$ cat config.mk
export PLATFORM = sky130hd
export DESIGN_NAME = cla_word_sequencer
export DESIGN_NICKNAME = d
export VERILOG_FILES = /design/src/rtl/cla_word_sequencer.sv
export SDC_FILE = /design/constraint.sdc
export NUM_CORES = 1
export LEC_CHECK = 0
export BUFFER_PORTS_ARGS = -buffer_cell sky130_fd_sc_hd__buf_2
export CAP_MARGIN = 10
export CORE_MARGIN = 4
export CORE_UTILIZATION = 40
export DETAILED_ROUTE_END_ITERATION = 8
export GPL_ROUTABILITY_DRIVEN = 1
export SETUP_SLACK_MARGIN = 0.5
export SLEW_MARGIN = 0
export SYNTH_ARGS = -nofsm -noshare
export SYNTH_HDL_FRONTEND = slang
export SYNTH_SLANG_ARGS = --single-unit
$ cat constraint.sdc
create_clock -name clk -period 4.3 [get_ports clk]
set_input_delay 0.43 -clock clk [delete_from_list [all_inputs] [get_ports clk]]
set_output_delay 0.43 -clock clk [all_outputs]
set_load 0.02 [all_outputs]
$ cat src/rtl/cla_word_sequencer.sv
// cla_word_sequencer: multi-word add/subtract sequenced through one shared 16-bit CLA adder, LSW first.
// Optional signed-overflow capture is enabled by defining CLA_SEQ_OVF_EN.
module cla_word_sequencer #(
  parameter int WORDS = 4,
  localparam int W = 16 * WORDS,
  localparam int IW = $clog2(WORDS)
) (
  input  logic          clk,
  input  logic          rst_n,
  input  logic          req_valid,
  output logic          req_ready,
  input  logic [W-1:0]  req_a,
  input  logic [W-1:0]  req_b,
  input  logic          req_sub,
  input  logic          req_c_in,
  output logic          rsp_valid,
  input  logic          rsp_ready,
  output logic [W-1:0]  rsp_sum,
  output logic          rsp_c_out,
  output logic          rsp_ovf,
  output logic [15:0]   cla_a,
  output logic [15:0]   cla_b,
  output logic          cla_c_in,
  input  logic [15:0]   cla_sum,
  input  logic          cla_c_out
);
  typedef enum logic [1:0] {IDLE, RUN, DONE} state_t;
  state_t state_q, state_d;
  logic [WORDS-1:0][15:0] a_q, a_d, b_q, b_d, sum_q, sum_d;
  logic sub_q, sub_d, carry_q, carry_d, c_out_q, c_out_d;
  logic [IW-1:0] idx_q, idx_d;
  logic last;
  assign last = idx_q == IW'(WORDS - 1);
  assign rsp_sum = sum_q;
  assign rsp_c_out = c_out_q;
`ifdef CLA_SEQ_OVF_EN
  logic ovf_q, ovf_d;
  assign rsp_ovf = ovf_q;
`else
  assign rsp_ovf = 1'b0;
`endif
  always_comb begin
    state_d = state_q;
    a_d = a_q;
    b_d = b_q;
    sum_d = sum_q;
    sub_d = sub_q;
    carry_d = carry_q;
    c_out_d = c_out_q;
    idx_d = idx_q;
    req_ready = 1'b0;
    rsp_valid = 1'b0;
    cla_a = '0;
    cla_b = '0;
    cla_c_in = 1'b0;
`ifdef CLA_SEQ_OVF_EN
    ovf_d = ovf_q;
`endif
    case (state_q)
      IDLE: begin
        req_ready = 1'b1;
        if (req_valid) begin
          a_d = req_a;
          b_d = req_b;
          sub_d = req_sub;
          carry_d = req_sub | req_c_in;
          idx_d = '0;
          state_d = RUN;
        end
      end
      RUN: begin
        cla_a = a_q[idx_q];
        cla_b = sub_q ? ~b_q[idx_q] : b_q[idx_q];
        cla_c_in = carry_q;
        sum_d[idx_q] = cla_sum;
        carry_d = cla_c_out;
        idx_d = last ? '0 : idx_q + 1'b1;
        if (last) begin
          c_out_d = cla_c_out;
          state_d = DONE;
`ifdef CLA_SEQ_OVF_EN
          ovf_d = (cla_a[15] == cla_b[15]) && (cla_sum[15] != cla_a[15]);
`endif
        end
      end
      DONE: begin
        rsp_valid = 1'b1;
        state_d = rsp_ready ? IDLE : DONE;
      end
      default: state_d = IDLE;
    endcase
  end
  always_ff @(posedge clk) begin
    if (!rst_n) begin
      state_q <= IDLE;
      a_q <= '0;
      b_q <= '0;
      sum_q <= '0;
      sub_q <= 1'b0;
      carry_q <= 1'b0;
      c_out_q <= 1'b0;
      idx_q <= '0;
`ifdef CLA_SEQ_OVF_EN
      ovf_q <= 1'b0;
`endif
    end else begin
      state_q <= state_d;
      a_q <= a_d;
      b_q <= b_d;
      sum_q <= sum_d;
      sub_q <= sub_d;
      carry_q <= carry_d;
      c_out_q <= c_out_d;
      idx_q <= idx_d;
`ifdef CLA_SEQ_OVF_EN
      ovf_q <= ovf_d;
`endif
    end
  end
endmodule

Word-level counts from Yosys, hierarchy flattened
Index checks and enable logic that the tools add are counted.
{"block": "classes", "reduce_logical": 7, "shift": 0, "mux": 22, "add_sub_neg": 1, "n_eq_ne": 5, "multipliers": 0, "n_div": 0, "n_bitwise": 2, "n_lt_le_gt_ge": 2}
{"operator": "two-way mux 16 bit", "count": 6}
{"operator": "binary-select mux 16 bit (select 2 bit)", "count": 2}
{"operator": "bitwise mux 64 bit", "count": 1}
{"operator": "demux 16 bit (select 2 bit)", "count": 1}
{"operator": "inverter 16 bit", "count": 1}
{"operator": "two-way mux 2 bit", "count": 5}
{"operator": "AND reduction 2 bit", "count": 4}
{"operator": "case mux 2 bit (3 select lines)", "count": 1}
{"operator": "== test 2 bit (second input constant)", "count": 2}
{"operator": "two-way mux 1 bit", "count": 4}
{"operator": "!= test 2 bit (second input constant)", "count": 2}
{"operator": "case mux 2 bit (2 select lines)", "count": 1}
{"operator": "less-than comparator 2 x 3 -> 1 bit (second input constant)", "count": 1}
{"operator": "adder 2 x 1 -> 2 bit (second input constant)", "count": 1}
{"operator": "== test 2 x 1 -> 1 bit (second input constant)", "count": 1}
{"operator": ">= comparator 2 x 1 -> 1 bit (second input constant)", "count": 1}
{"operator": "logical NOT 2 bit", "count": 1}
{"operator": "case mux 1 bit (2 select lines)", "count": 1}
{"operator": "nonzero test 2 bit", "count": 1}
{"operator": "logical AND 1 bit", "count": 1}
{"operator": "bitwise OR 1 bit", "count": 1}
{"block": "word_totals", "reg_bits": 199, "mem_count": 0, "mem_bits_ro": 0, "latchBits": 0, "ram_bits": 0, "in_bits": 151}

Depth between registers and ports, before layout
Gate-level depths: netlist of the first run.
{"block": "logic_depth", "word_depth": 5, "depth_mapped": 10}

Least setup slack after synthesis of the first run
OpenSTA, ideal clock, no wires.
{"block": "synth_path", "path_kind": "reg-to-output", "start": "register idx_q[0]", "end": "output port cla_b[12]", "setup_slack_ns": 2.262, "required_ns": 3.870, "arrival_time_ns": 1.608, "path_buffers": 2, "stages_incl_launch_ff": 6, "path_cell_list": "dfxtp_1 -> buf_6 -> buf_6 -> mux4_2 -> xnor2_1 -> nor2_1"}
{"block": "synth_between", "elab_chain_len": 5}
{"element": "start, declared", "line_no": "31", "rtl": "logic [IW-1:0] idx_q, idx_d;"}
{"element": "start signal, assigned", "line_no": "114", "rtl": "idx_q <= idx_d;"}
{"element": "binary-select mux 16 bit (select 2 bit) (*)", "line_no": "73", "rtl": "cla_b = sub_q ? ~b_q[idx_q] : b_q[idx_q];"}
{"element": "two-way mux 16 bit (not written as such) (*)", "line_no": "73"}
{"element": "inverter 16 bit", "line_no": "73"}
{"element": "two-way mux 16 bit (*)", "line_no": "73"}
{"element": "two-way mux 16 bit (*)", "line_no": "59", "rtl": "case (state_q)"}
{"element": "end, declared", "line_no": "22", "rtl": "output logic [15:0] cla_b,"}
Every way passes the cells marked *; elsewhere a longest branch is shown, timed or not. The select of a mux whose other input is x is not followed.

Worst setup path after layout of the first run
{"block": "layout_path", "start": "register idx_q[0]", "end": "output port cla_a[14]"}
{"block": "layout_between", "elab_chain_len": 3}
{"element": "binary-select mux 16 bit (select 2 bit)", "line_no": "72", "rtl": "cla_a = a_q[idx_q];"}
{"element": "two-way mux 16 bit (not written as such)", "line_no": "72"}
{"element": "two-way mux 16 bit", "line_no": "59"}
{"element": "end, declared", "line_no": "21", "rtl": "output logic [15:0] cla_a,"}
Every way passes these cells. The select of a mux whose other input is x is not followed.

==> out/metrics.cfg, run 1 <==
[hold_path]
hold_depth = 3
hold_start = req_a[49]
min_to = a_q[49]
min_path_type = primary input to flop

[worst_setup_path]
crit_path_start_kind = flop
critPathArrivalTime_ns = 2.49
reg2reg_to = rsp_c_out
worstSetupPathType = flop to output pin
setup.worst_path.end_class = output pin
worstPathRequired_ns = 3.87
r2r_slack_ns = 1.90
ff2ff_path_depth = 4
worstPathMaxFanout = 25
rr_startpoint = idx_q[1]

[power_and_ir_drop]
power_mw = 4.16
cellPowerDensity_nw_per_um2 = 396
p_leak_nw = 4.35
peakVddDrop_mv = 0.267

[detailed_routing]
wl_per_cell_um = 15.7
first_pass_iters = 4
first_iter_violations = 382
routed_wirelength_um = 23000
vias_per_cell = 4.82
drc_errors = 0
final_antenna_net_count = 0
num_vias = 7057

[logic_synthesis]
synthArstFlopShare = 0
synthDistinctLibCells = 28
synth_most_common_cell = nand2_1
seq_area_frac_synth = 0.463
yosys.area.top_type_share = 0.463
synthTopCellsByCount = nand2_1 (390), dfxtp_1 (199), a21boi_0 (102), a21boi_1 (93), buf_2 (34)
synth_ff_type = dfxtp_1
synth_edf_count = 0
syn_nets = 1134
yosysTopAreaCell = dfxtp_1
avgSynthCellArea_um2 = 8.78
synth_area_leaders = dfxtp_1 (46%), nand2_1 (17%), a21boi_0 (8.9%)
postSynthCellCount = 979
yosys_warnings = 0
synth_seq_cells = 199
syn-cell-area_um2 = 8600

[global_routing]
overflow = 0
grt_max_degree = 201
grt.total_usage = 0.187
grt_pass1_vias = 6686
antenna_found_initial = 1
grt_pass1_wl_um = 35900

[sta]
rsz0062_at_grt = false
min_period_over_period = 0.679
finalSetupViolations = 0
finClkSkew_ns = 0.00645
fin_crit_ns = 2.92
fmax_mhz = 343
hold_viol = 0
worst_pin_slew_ns = 1.10
hold_slack_ns = 0.229
tns_ns = 0
final_max_slew_viol_count = 0
relSlewSlack = 0.269

[cts]
holdBufCountCts = 0
cts_resized = 0
cts_buffers = 17
cts_num_sinks = 199
insertion_delay_ns = 0.43
cts_root_buf = clkbuf_16
cts_tree = yes
htree_levels = 4
post_cts_buffers = 0
ctsLongestPathBuffers = 2
cts.clk_slew.worst_paths_ns = 0.08

[die]
pin_count = 252
core-area_um2 = 21100
die_area_um2 = 23900
rows = 53
die_x_um = 155
start_util = 0.408
die_h_um = 155

[finish]
drive_gt1_frac = 0.274
n_antenna_cell = 0
finish.net_count = 1330
nFillCells = 2091
area_growth_pct = 22.1

[placed_design]
hpwl_um = 15700
port_buffers = 250
place.gp.congestion = 0.809

[status]
status = finished, final reports clean

[job]
maxCapViolations = 0

[worst max-delay path, stage by stage (launching register included)]
cell,delay [ns]
dfxtp_2,0.89
buf_4,0.31
mux4_2,0.51
and2_1,0.18
buf_2,0.15
[through the flow]
step           cell area (um2)   util  worst slack, ns  instances
5_1_grt                  10500  0.498             1.16       1463
3_3_place_gp              9890  0.469             1.75       1431
6_report                 10500  0.498             1.38       1463
4_1_cts                  10500  0.498             1.27       1463
2_1_floorplan             8600      -             2.26        979
3_5_place_dp              9890  0.469             1.76       1431
[sequential cells by signal, summed over array words and instances, names as in the netlist]
register   flops
a_q           64
b_q           64
carry_q        1
idx_q          2
rsp_c_out      1
rsp_sum       64
state_q        2
sub_q          1
[power breakdown]
part	total, mW	internal [mW]	leakage [nW]	switching (mW)
clock	1.66	0.887	0.294	0.771
combinational	0.501	0.226	2.43	0.275
sequential	2.00	1.93	1.63	0.0683
[placed cells by master, fill, tap and decap left out, types with 4 or more instances in the layout]
cell type and count:
nor2_1 18, nor2b_1 4, nand2_1 390, xnor2_1 16
dfxtp_1 197, buf_2 249, inv_8 5, a21boi_1 93
mux4_2 32, and2_1 18, a21boi_0 102, ha_1 4
and3b_1 4, buf_4 5, clkbuf_16 17
[cells by family (layout without fill, tap and decap cells)]
| group | count (synthesis) | in the layout | synth area share |
|---|---|---|---|
| xor+xnor | 16 | 16 | 0.0163 |
| buf+inv | 82 | 291 | 0.0482 |
| fa+ha+maj | 4 | 4 | 0.00582 |
| flops | 199 | 199 | 0.463 |
| simple gates | 444 | 444 | 0.207 |
| other cells | 1 | 1 | 0.000436 |
| compound gates | 201 | 201 | 0.175 |
| mux | 32 | 32 | 0.0838 |
[final cells by class]
type,instances,area [um2],share of cell area
Clock inverter,15,184,0.0175
Timing Repair Buffer,257,1340,0.128
Multi-Input combinational cell,698,4210,0.401
Tap cell,275,344,0.0328
Inverter,2,7.51,0.000715
Clock buffer,17,425,0.0405
Sequential cell,199,3990,0.380
[per-layer routing]
layer / wire (um) / GRT usage
met4: 259 / 0.0454
met1: 10900 / 0.268
met5: 13 / 0
met2: 10500 / 0.292
met3: 1340 / 0.0378
[worst max-delay path by stage]
stage / startpoint / end / depth (start not counted)
after floorplan: idx_q[0] / cla_b[12] / 5
after global placement: idx_q[0] / cla_a[8] / 4
after detailed placement: idx_q[0] / cla_a[14] / 4
after CTS: idx_q[0] / cla_a[14] / 4
after global routing: idx_q[0] / cla_a[8] / 4
final: idx_q[0] / cla_a[14] / 4
(Power assumes the default switching activity.)
==> run 2: changes to the inputs <==
--- a/config.mk
+++ b/config.mk
@@ -5,12 +5,14 @@
 export SDC_FILE = /design/constraint.sdc
 export NUM_CORES = 1
 export LEC_CHECK = 0
+export ABC_AREA = 1
 export BUFFER_PORTS_ARGS = -buffer_cell sky130_fd_sc_hd__buf_2
 export CAP_MARGIN = 10
 export CORE_MARGIN = 4
 export CORE_UTILIZATION = 40
 export DETAILED_ROUTE_END_ITERATION = 8
 export GPL_ROUTABILITY_DRIVEN = 1
+export PLACE_DENSITY = 0.67
 export SETUP_SLACK_MARGIN = 0.5
 export SLEW_MARGIN = 0
 export SYNTH_ARGS = -nofsm -noshare
==> constraint.sdc (replaced) <==
create_clock -name clk -period 2.5 [get_ports clk]
set_input_delay 0.25 -clock clk [delete_from_list [all_inputs] [get_ports clk]]
set_output_delay 0.25 -clock clk [all_outputs]
set_load 0.02 [all_outputs]
==> run 2 against run 1 <==
Worst setup slack worse by 0.88 ns. Via count is 24% higher. Design area is 3.1% higher. Clock power is 68% higher. Register-to-register slack worse by 1.2 ns. Sequential share of layout area is 1.1 points lower. Final cell count is 15% higher. Clock-buffer cell count is 1 higher. Largest cell class unchanged.
==> out/metrics.cfg, run 2 <==
[sta]
tns_ns = 0
finalSetupViolations = 0
fin_crit_ns = 2.00
final_max_slew_viol_count = 0
hold_slack_ns = 0.0244
worst_pin_slew_ns = 0.672
relSlewSlack = 0.552
hold_viol = 0
fmax_mhz = 500
rsz0062_at_grt = true
finClkSkew_ns = 0.0132
min_period_over_period = 0.800

[die]
die_area_um2 = 23300
rows = 52
pin_count = 252
core-area_um2 = 20400
start_util = 0.410
die_h_um = 153
die_x_um = 153

[placed_design]
hpwl_um = 17500
port_buffers = 250
place.gp.congestion = 0.843

[detailed_routing]
vias_per_cell = 5.19
first_iter_violations = 606
final_antenna_net_count = 0
routed_wirelength_um = 28200
num_vias = 8724
drc_errors = 0
first_pass_iters = 5
wl_per_cell_um = 16.8

[worst_setup_path]
crit_path_start_kind = flop
worstPathRequired_ns = 2.25
crit_path_max_incr_delay_ns = 0.43
worstSetupPathType = flop to output pin
crit_path_frequent_cell = nand2_1
critPathArrivalTime_ns = 1.75
r2r_slack_ns = 0.69
cp_top_family = simple AND/OR/NAND/NOR gates
crit_path_cell_trace = inv_6 -> buf_12 -> nand2_1 -> nand3_2 -> nand3_1 -> nand2_1 -> nor2_1 -> buf_4
slowest_stage = dfxtp_4
critical_path_buf_inv_count = 3
worstPathMaxFanout = 16
setup.worst_path.end_class = output pin

[global_routing]
grt_pass1_wl_um = 43000
grt_max_degree = 131
antenna_found_initial = 4
overflow = 0
grt_pass1_vias = 8125
grt.total_usage = 0.226

[finish]
drive_gt1_frac = 0.255
final_common_cell = nor2_1
finish.net_count = 1551
area_growth_pct = 29.3
final_cell_mix = nor2_1 (325), buf_2 (223), dfxtp_1 (196)

[logic_synthesis]
syn_nets = 1352
syn-cell-area_um2 = 8370
yosys.area.top_type_share = 0.476
synthTopCellsByCount = nor2_1 (338), dfxtp_1 (199), o21ai_0 (164), nand2_1 (157), nand3_1 (116)
synth_edf_count = 0
seq_area_frac_synth = 0.476
synth_ff_type = dfxtp_1
yosysTopAreaCell = dfxtp_1
synthArstFlopShare = 0
synth_seq_cells = 199
avgSynthCellArea_um2 = 7.00
synthDistinctLibCells = 19
synth_most_common_cell = nor2_1
postSynthCellCount = 1197
yosys_warnings = 0
synth_area_leaders = dfxtp_1 (48%), nor2_1 (15%), o21ai_0 (9.8%)

[cts]
cts_tree = yes
cts_root_buf = clkbuf_16
insertion_delay_ns = 0.44
ctsLongestPathBuffers = 2
htree_levels = 4
holdBufCountCts = 0
cts.clk_slew.worst_paths_ns = 0.08
cts_num_sinks = 199
cts_buffers = 17

[power_and_ir_drop]
p_leak_nw = 4.77
clkPwrFrac = 0.359
swShare = 0.309
peakVddDrop_mv = 0.402
power_switching_mw = 2.40
power_mw = 7.78
cellPowerDensity_nw_per_um2 = 718
p_int_mw = 5.38
power.share.sequential = 0.457
power_frac_comb = 0.184

[job]
maxCapViolations = 0

[hold_path]
min_path_type = primary input to flop

[status]
status = finished, final reports clean

## run 2: cell count changes in the layout (fill, tap and decap cells not counted), moves of 18 or more
cell / delta
a21boi_0: -102
a21boi_1: -93
a21oi_1: +96
and2_1: -18
buf_2: -26
buf_4: +25
mux4_2: -32
nand2_1: -236
nand3_1: +97
nand3_2: +18
nor2_1: +307
o21ai_0: +156
## run 2: stage by stage
| step | worst slack (ns) | std cells | area (um2) | util |
|---|---|---|---|---|
| floorplan | 0.680 | 1197 | 8370 | - |
| global placement | 0.712 | 1637 | 9700 | 0.475 |
| detailed placement | 0.685 | 1637 | 9700 | 0.475 |
| CTS | 0.465 | 1673 | 10500 | 0.512 |
| global route | 0.391 | 1681 | 10800 | 0.530 |
| finish | 0.500 | 1681 | 10800 | 0.530 |
## run 2: per-layer routing
layer,track usage,vias up,part of all wire
li1,-,4303,-
met2,0.360,316,0.47
met5,0,-,0.00081
met4,0.0662,4,0.019
met3,0.0531,45,0.067
met1,0.306,4056,0.44
## run 2: logic make-up after synthesis
logic type / Yosys count / synth area share
other: 1 / 0.000448
buffers and inverters: 112 / 0.0634
adders and majority gates: 4 / 0.00598
and+or+nand+nor: 616 / 0.296
DFF: 199 / 0.476
AOI/OAI and AO/OA: 265 / 0.158
## run 2: cell type report
cell class / count / area [um2]
Clock inverter: 14 / 163
Sequential cell: 199 / 3990
Timing Repair Buffer: 277 / 1830
Tap cell: 270 / 338
Antenna cell: 2 / 5.00
Clock buffer: 18 / 429
Fill cell: 2044 / 9600
Inverter: 15 / 66.3
Multi-Input combinational cell: 886 / 4010
## run 2: worst reg2reg max path: cells and delay by family, from the launching register on
kind	cells	cell delay, ns
and+or+nand+nor	2	0.54
buffers and inverters	3	0.52
adders and majority gates	1	0.19
DFF	1	0.33
AOI/OAI and AO/OA	1	0.08
## run 2: power by group through the flow
stage / Sequential [mW] / Combinational (mW) / Clock [mW]
global placement: 3.61 / 1.23 / 0
CTS: 3.55 / 1.32 / 2.84
finish: 3.55 / 1.43 / 2.79
global route: 3.58 / 1.59 / 2.96
detailed placement: 3.61 / 1.24 / 0
floorplan: 3.60 / 0.817 / 0
## run 2: what timing repair did
action,4_1_cts,5_1_grt
setup endpoints to repair,30,31
gates cloned,4,5
setup buffers,0,1
pin swaps,3,10
gates resized for setup,21,74
## run 2: final timing paths
kind / startpoint / to / cells past startpoint
min: req_a[2] / a_q[2] / 3
max reg2reg: idx_q[1] / rsp_sum[3] / 7
max: idx_q[0] / cla_b[9] / 8
min reg2reg: rsp_sum[4] / rsp_sum[4] / 2
